File: src/rtl/uart_rx.sv
// UART receiver: 8N1 framing with a one-entry output register and ready/valid handshake.
// Define UART_RX_PARITY_EN to add an even-parity bit between the data bits and the stop bit.
module uart_rx #(
    parameter int CLKS_PER_BIT = 16
) (
    input  logic       clk_i,
    input  logic       reset_ni,
    input  logic       serial_in_i,
    input  logic       ready_i,
    output logic [7:0] data_o,
    output logic       valid_o,
    output logic       frame_err_o,
    output logic       overrun_o,
    output logic       parity_err_o
);

    localparam int CW = $clog2(CLKS_PER_BIT);
    localparam logic [CW-1:0] LP_CNT_LAST = CW'(CLKS_PER_BIT - 1);
    localparam logic [CW-1:0] LP_CNT_HALF = CW'(CLKS_PER_BIT / 2 - 1);

    localparam logic [2:0] ST_IDLE   = 3'd0;
    localparam logic [2:0] ST_START  = 3'd1;
    localparam logic [2:0] ST_DATA   = 3'd2;
    localparam logic [2:0] ST_STOP   = 3'd4;
`ifdef UART_RX_PARITY_EN
    localparam logic [2:0] ST_PARITY = 3'd3;

    function automatic logic f_even_parity_ok(input logic [7:0] d, input logic p);
        return ~(^{d, p});
    endfunction
`endif

    logic [1:0]    r_sync;
    logic [2:0]    r_state;
    logic [CW-1:0] r_cnt;
    logic [2:0]    r_bit_idx;
    logic [7:0]    r_shift;
    logic [7:0]    r_data;
    logic          r_valid;
    logic          r_frame_err;
    logic          r_overrun;

    logic          w_rx_s;
    logic [2:0]    w_state_nxt;
    logic [CW-1:0] w_cnt_nxt;
    logic [2:0]    w_bit_nxt;
    logic [7:0]    w_shift_nxt;
    logic          w_stop_sample;
    logic          w_par_ok;
    logic          w_good;
    logic [7:0]    w_data_nxt;
    logic          w_valid_nxt;
    logic          w_overrun_nxt;

    assign w_rx_s = r_sync[1];

    // Two-flop synchronizer for the asynchronous serial line (idles high).
    always_ff @(posedge clk_i or negedge reset_ni) begin
        if (!reset_ni) begin
            r_sync <= 2'b11;
        end else begin
            r_sync <= {r_sync[0], serial_in_i};
        end
    end

`ifdef UART_RX_PARITY_EN
    logic r_par;
    logic w_par_nxt;
    logic r_parity_err;

    assign w_par_ok = f_even_parity_ok(r_shift, r_par);

    // Parity bit capture and parity error pulse.
    always_ff @(posedge clk_i or negedge reset_ni) begin
        if (!reset_ni) begin
            r_par        <= 1'b0;
            r_parity_err <= 1'b0;
        end else begin
            r_par        <= w_par_nxt;
            r_parity_err <= w_stop_sample & w_rx_s & ~w_par_ok;
        end
    end

    assign parity_err_o = r_parity_err;
`else
    assign w_par_ok     = 1'b1;
    assign parity_err_o = 1'b0;
`endif

    // Frame FSM: sampling points sit mid-bit, counted from the half-bit start check.
    always_comb begin
        w_state_nxt   = r_state;
        w_cnt_nxt     = r_cnt;
        w_bit_nxt     = r_bit_idx;
        w_shift_nxt   = r_shift;
        w_stop_sample = 1'b0;
`ifdef UART_RX_PARITY_EN
        w_par_nxt     = r_par;
`endif
        case (r_state)
            ST_IDLE: begin
                w_cnt_nxt = '0;
                w_bit_nxt = 3'd0;
                if (!w_rx_s) begin
                    w_state_nxt = ST_START;
                end else begin
                    w_state_nxt = ST_IDLE;
                end
            end
            ST_START: begin
                if (r_cnt == LP_CNT_HALF) begin
                    w_cnt_nxt = '0;
                    if (!w_rx_s) begin
                        w_state_nxt = ST_DATA;
                    end else begin
                        w_state_nxt = ST_IDLE;
                    end
                end else begin
                    w_cnt_nxt = r_cnt + CW'(1);
                end
            end
            ST_DATA: begin
                if (r_cnt == LP_CNT_LAST) begin
                    w_cnt_nxt   = '0;
                    w_shift_nxt = {w_rx_s, r_shift[7:1]};
                    w_bit_nxt   = r_bit_idx + 3'd1;
                    if (r_bit_idx == 3'd7) begin
`ifdef UART_RX_PARITY_EN
                        w_state_nxt = ST_PARITY;
`else
                        w_state_nxt = ST_STOP;
`endif
                    end else begin
                        w_state_nxt = ST_DATA;
                    end
                end else begin
                    w_cnt_nxt = r_cnt + CW'(1);
                end
            end
`ifdef UART_RX_PARITY_EN
            ST_PARITY: begin
                if (r_cnt == LP_CNT_LAST) begin
                    w_cnt_nxt   = '0;
                    w_par_nxt   = w_rx_s;
                    w_state_nxt = ST_STOP;
                end else begin
                    w_cnt_nxt = r_cnt + CW'(1);
                end
            end
`endif
            ST_STOP: begin
                if (r_cnt == LP_CNT_LAST) begin
                    w_cnt_nxt     = '0;
                    w_stop_sample = 1'b1;
                    w_state_nxt   = ST_IDLE;
                end else begin
                    w_cnt_nxt = r_cnt + CW'(1);
                end
            end
            default: begin
                w_state_nxt = ST_IDLE;
                w_cnt_nxt   = '0;
                w_bit_nxt   = 3'd0;
            end
        endcase
    end

    assign w_good = w_stop_sample & w_rx_s & w_par_ok;

    // Output holding register: a consumed slot may be refilled in the same cycle.
    always_comb begin
        w_data_nxt    = r_data;
        w_valid_nxt   = r_valid;
        w_overrun_nxt = 1'b0;
        if (w_good) begin
            if (r_valid && !ready_i) begin
                w_overrun_nxt = 1'b1;
            end else begin
                w_data_nxt  = r_shift;
                w_valid_nxt = 1'b1;
            end
        end else if (r_valid && ready_i) begin
            w_valid_nxt = 1'b0;
        end else begin
            w_valid_nxt = r_valid;
        end
    end

    // FSM, datapath and registered outputs.
    always_ff @(posedge clk_i or negedge reset_ni) begin
        if (!reset_ni) begin
            r_state     <= ST_IDLE;
            r_cnt       <= '0;
            r_bit_idx   <= 3'd0;
            r_shift     <= 8'h00;
            r_data      <= 8'h00;
            r_valid     <= 1'b0;
            r_frame_err <= 1'b0;
            r_overrun   <= 1'b0;
        end else begin
            r_state     <= w_state_nxt;
            r_cnt       <= w_cnt_nxt;
            r_bit_idx   <= w_bit_nxt;
            r_shift     <= w_shift_nxt;
            r_data      <= w_data_nxt;
            r_valid     <= w_valid_nxt;
            r_frame_err <= w_stop_sample & ~w_rx_s;
            r_overrun   <= w_overrun_nxt;
        end
    end

    assign data_o      = r_data;
    assign valid_o     = r_valid;
    assign frame_err_o = r_frame_err;
    assign overrun_o   = r_overrun;

endmodule
File: config.mk
export PLATFORM = sky130hd
export DESIGN_NAME = uart_rx
export DESIGN_NICKNAME = d
export VERILOG_FILES = /design/src/rtl/uart_rx.sv
export SDC_FILE = /design/constraint.sdc
export NUM_CORES = 1
export LEC_CHECK = 0
export CELL_PAD_IN_SITES_DETAIL_PLACEMENT = 0
export CELL_PAD_IN_SITES_GLOBAL_PLACEMENT = 2
export CORE_ASPECT_RATIO = 2
export CORE_MARGIN = 2
export CORE_UTILIZATION = 37
export DETAILED_ROUTE_END_ITERATION = 10
export GPL_TIMING_DRIVEN = 0
export PLACE_DENSITY_LB_ADDON = 0.1
export SETUP_SLACK_MARGIN = 0.15
export SLEW_MARGIN = 20
export SYNTH_ARGS = -nofsm -noshare
export SYNTH_HDL_FRONTEND = slang
export SYNTH_SLANG_ARGS = --single-unit
File: constraint.sdc
create_clock -name clk_i -period 1.87 [get_ports clk_i]
set_input_delay 0.374 -clock clk_i [delete_from_list [all_inputs] [get_ports clk_i]]
set_output_delay 0.374 -clock clk_i [all_outputs]
set_load 0.03 [all_outputs]
## Word level (Yosys, flattened, before mapping)

Cells that the tools add are included.
Widths: inputs -> output; s select.

| cells by class | value |
|---|---|
| add/sub/neg operators | 2 |
| equality and inequality tests | 10 |
| mux-type cells | 19 |
| bitwise gates (word level) | 5 |
| reduce and logical (&&, ||, !) cells | 12 |

Operator list:

| operator | count |
|---|---|
| $mux 3 | 5 |
| $pmux 3 s4 | 1 |
| $mux 1 | 8 |
| $mux 4 | 2 |
| $ne 2x2->1 const B | 4 |
| $pmux 4 s2 | 1 |
| $reduce_and 2->1 | 4 |
| $eq 3x3->1 const B | 2 |
| $pmux 3 s2 | 1 |
| $add 4x1->4 const B | 1 |
| $eq 4x3->1 const B | 1 |
| $eq 4x4->1 const B | 1 |
| $reduce_or 2->1 | 2 |
| $add 3x1->3 const B | 1 |
| $eq 3x1->1 const B | 1 |
| $eq 3x2->1 const B | 1 |
| $logic_not 3->1 | 1 |
| $not 1->1 | 3 |
| $reduce_and 3->1 | 1 |
| $and 1x1->1 | 2 |
| $logic_and 1x1->1 | 2 |
| $mux 2 | 1 |
| $reduce_bool 2->1 | 1 |
| $logic_not 1->1 | 1 |

| word-level totals | value |
|---|---|
| flip-flop bits (word level) | 31 |
| bits of input ports | 4 |
| output and inout port bits | 12 |
| logic and storage cells | 57 |

## Depth between registers and ports, before layout

| logic depth | value |
|---|---|
| word-level depth | 6 |
| depth in mapped cells | 5 |
| gate-level depth less buffers | 5 |

## Worst setup path after synthesis

OpenSTA, ideal clock, no wires.

| timing | value |
|---|---|
| path type | flip-flop to flip-flop |
| start point | reg r_cnt[0] |
| end point | reg r_shift[0] |
| library setup time | 125 ps |
| arrival | 1,547 ps |
| data required time | 1,745 ps |
| path slack | 198 ps |
| cell stages (with the launch flop) | 5 |
| buffers on the path | 0 |
| period minus slack after synthesis | 1,672 ps |
| cells stage by stage | dfrtp_1 > ha_1 > nand3_4 > nor4b_4 > mux2_2 |

| between the ends | value |
|---|---|
| longest elaborated chain between the ends | 2 |

RTL lines:

| what | RTL line | text |
|---|---|---|
| start: declaration | 35 | `logic [CW-1:0] r_cnt;` |
| start signal: assignment | 202 | `r_cnt <= w_cnt_nxt;` |
| $eq 4x4->1 | 123 | `if (r_cnt == LP_CNT_LAST) begin` |
| $reduce_and 2->1 (no source line) | - |  |
| end signal: assignment | 204 | `r_shift <= w_shift_nxt;` |
| end: declaration | 37 | `logic [7:0] r_shift;` |

Every way passes these cells.
A chain may end at the register's enable or synchronous reset.

## Final worst setup path

| timing | value |
|---|---|
| start point | reg r_data[2] (netlist: data_o[2]) |
| end point | out data_o[2] |

RTL lines:

| what | RTL line | text |
|---|---|---|
| start: declaration | 38 | `logic [7:0] r_data;` |
| start signal: assignment | 205 | `r_data <= w_data_nxt;` |
| end: declaration | 10 | `output logic [7:0] data_o,` |

No word-level cell between the ends.

==> results <==
- The final layout contains routed wiring with a total length of around 2.6 mm.
- The warning count from the yosys run is 0.
- In the post-synthesis netlist, the cell with the most instances is dfrtp_1.
- The clock tree from TritonCTS is done.
- Dividing the final minimum period by the clock period gives 0.894.
- The cell type with the highest aggregate area in the netlist is dfrtp_1.
- At the end of routability-driven placement, the weighted congestion stood at slightly above 0.7.
- Sorting the synthesized cells by area gives the leading types as dfrtp_1 53%, mux2_2 13%, dfstp_2 3.8%.
- The primary flip-flop cell chosen by synthesis mapping is dfrtp_1.
- The pin slew with the least headroom to its limit is approximately 670 ps.
- The worst setup path is captured at an output port.
- The tool flagged a number of max-cap violations equal to 0.
- The number of pins with negative max-slew slack in the final report was 0.
- The summed instance area of the synthesized netlist is 0.00138 mm².
- The smallest clock period supported by the final layout is computed as 1670 ps.
- For the worst setup path, the data required time is ~1500 ps.
- Compared with the post-synthesis result, the final layout area differs by 24.5%.
- The overall die width is around 47 µm.
- Setup violations remaining at the end of the flow were counted as 0.
- The count of nets left with antenna violations after detail routing is 0.
- After synthesis, the share of flip-flops with an asynchronous set or reset is 1.00.
- At the worst endpoint, the arrival time is roughly 1300 ps.
- Measured against its own limit, the worst slew margin works out to 0.554.
- The share of layout cells above drive strength 1 is 0.313.
- Of the synthesized area, sequential elements account for 0.564.
- The overall overflow remaining after global route is 0.
- In the post-route analysis, the smallest setup slack over all paths is about 200 ps.
- For this run, design rule violations remaining after detail routing come to 0.
- The sum of buffers and inverters on the critical path is 1.
- The share of synthesized area in the top cell type comes to 0.526.
- The synthesized design contains 0 enable-type register cells.
- The placement row count is 31.
- Once detailed placement completed, the half-perimeter wirelength came to 1.90 mm.
- For this run, the total global-route usage over all layers was measured as 0.153.
- In this run the worst path has a maximum fanout of 2.
- The number of endpoints with negative hold slack in the final report came to 0.
- The kind of start point of the critical path is a register.
- The number of distinct library cells after synthesis is 36.
- The number of vias after detailed routing is roughly 900.
- The wire length per cell after detailed routing is ~15 µm.
- The number of antenna violations at the first check in global routing was 0.
- The number of search-and-repair iterations in the first detailed-routing pass is 2.
- The register bit count reported by yosys is 31.
- The cell family contributing the most delay on the critical path is buffers and inverters.
- The first-pass GRT wire length is roughly 4.6 mm.
- For this design, the sink count on the clock tree is 31.
- No sink is reached through more buffers than the 2 on the longest clock path.
- The tightest min-delay check is of the input port to async pin type.
- The start-to-end type of the worst setup path is register to output port.
- The cell leakage power is 0.000820 µW.
- The root buffer cell chosen for the clock tree is clkbuf_8.
- At the end of the flow the core is filled with cells to 0.476.
- The floorplan step set the die height to approximately 90 µm.
- Ranked by instance count, the synthesized netlist is headed by 29 x dfrtp_1, 16 x mux2_2, 6 x a21oi_1, 6 x nor2_1, 5 x o21ai_0.
- The top achievable clock speed is 598 MHz.
- The core region area is 0.00361 mm².
- The critical path goes through clkdlybuf4s50_1.
- The number of levels in the clock H-tree is 2.
- The count of input and output buffers is 14.
- In this run the mean area of a mapped cell was ~13 µm².
- The largest net degree at the start of global routing is 32.
- Between clock sinks in the finished design, the worst skew comes to about 4.5 ps.
- Setup repair after global routing left no endpoint under its margin.
- The run finished with clean final reports.
- The number of global-route vias before repair is around 1,000.
- 0 antenna diodes ended up in the layout.
- Buffers inserted during clock tree synthesis total 5.
- At the placement stage, the worst setup path has a slack of -55.3 ps.
- Among all stages on the critical path, the largest delay is contributed by clkdlybuf4s50_1.
- The power density relative to cell area is between 900 and 1000 mW/mm².
- After the last flow step, the layout net total stands at approximately 140.
- Clock-pin slew was measured on the worst setup and hold paths at approximately 60 ps.
- The number of cells produced by synthesis is about 110.
- For the worst-skew pair, the clock arrives at the later sink with an insertion delay of ~280 ps.
- When the netlist entered floorplanning its net count stood at ~110.
- In this run, the number of DRC markers left after iteration 0 of detailed routing was 9.
- In this run, post-CTS hold repair placed 0 buffers.
- IR analysis of the VDD net gives a maximum drop of ~0.00066 V.
- For this configuration, the core starts out at a cell density of 0.383.
- On the worst path, the slowest cell contributes a delay of ~670 ps.
- In this run the count of I/O pins placed on the die edge is 16.
- Using the TritonRoute via totals, the vias-per-cell ratio works out to 4.99.
- The area of the die is around 0.0043 mm².
## cells in the final DEF, fill, tap and decap left out, types with 2 or more instances in the layout
| cell type | count |
|---|---|
| a21oi_1 | 6 |
| a32oi_1 | 2 |
| and2_1 | 2 |
| buf_2 | 2 |
| buf_4 | 2 |
| clkbuf_1 | 2 |
| clkbuf_8 | 7 |
| clkdlybuf4s50_1 | 11 |
| dfrtp_1 | 29 |
| dfstp_2 | 2 |
| dlymetal6s2s_1 | 2 |
| ha_1 | 2 |
| mux2_2 | 16 |
| mux2i_1 | 2 |
| nand2_1 | 2 |
| nand2b_1 | 2 |
| nand3b_1 | 2 |
| nor2_1 | 6 |
| nor3_1 | 2 |
| o21ai_0 | 5 |
| or3b_2 | 2 |
| xnor2_1 | 2 |
| xor2_1 | 2 |
## kinds of logic (layout without fill, tap and decap cells)
logic type,after synthesis,after routing,synth area share
other,1,1,0.00272
muxes,18,18,0.145
xor gates and xnor gates,4,4,0.0254
adders and majority gates,3,3,0.0272
and+or+nand+nor,31,31,0.160
buffers and inverters,5,29,0.0181
AOI/OAI and AO/OA,14,14,0.0571
DFF,31,31,0.564
## per-stage QoR
step	total power, µW	TNS, ps	hold WS, ps	area (µm²)	cells
after CTS	1660	0	162	1710	180
final	1630	0	124	1720	180
after floorplan	957	0	78.4	1380	107
after global routing	1730	0	180	1720	180
after detailed placement	1030	-382	347	1580	170
after global placement	1030	-4560	347	1580	170
## state kept, by name (all words and copies together), names as in the netlist
signal / count
data_o: 8
frame_err_o: 1
overrun_o: 1
r_bit_idx: 3
r_cnt: 4
r_shift: 8
r_state: 3
r_sync: 2
valid_o: 1
## worst paths after layout
check / startpoint / endpoint / cells after the start / slack (ps)
max: data_o[2]$_DFFE_PN0P_ / data_o[2] / 1 / 200
min: reset_ni / r_bit_idx[0]$_DFFE_PN0P_ / 1 / 120
max reg2reg: r_cnt[0]$_DFF_PN0_ / r_shift[0]$_DFFE_PN0P_ / 5 / 260
min reg2reg: r_sync[0]$_DFF_PN1_ / r_sync[1]$_DFF_PN1_ / 0 / 360
max in group asynchronous: reset_ni / r_cnt[1]$_DFF_PN0_ / 1 / 1300
min in group clk_i: r_sync[0]$_DFF_PN1_ / r_sync[1]$_DFF_PN1_ / 0 / 360
## layer usage
layer,GRT usage,routed length (µm),vias to the layer above
li1,-,-,421
met1,0.171,994,454
met5,0,0,-
met3,0.0380,66,8
met2,0.247,1450,16
met4,0.0880,103,0
## final cells by class
| type | count | area, µm² |
|---|---|---|
| buffer | 5 | 25.0 |
| tap | 49 | 61.3 |
| fill | 356 | 1890 |
| timing repair buffer | 16 | 159 |
| sequential | 31 | 778 |
| clock buffer | 8 | 100 |
| multi-input combinational | 71 | 594 |
## power breakdown
group          internal, µW  leakage (µW)  switching (µW)
registers               723      0.000418            58.7
logic                   124      0.000351             151
clock network           335     0.0000515             234
## what timing repair did
| item | 4_1_cts | 5_1_grt |
|---|---|---|
| pin swaps | 1 | 1 |
| setup endpoints to repair | 17 | 10 |
| buffers inserted | 2 | 0 |
| gates resized for setup | 3 | 3 |
Note: power is estimated with default switching activity, not from simulation.
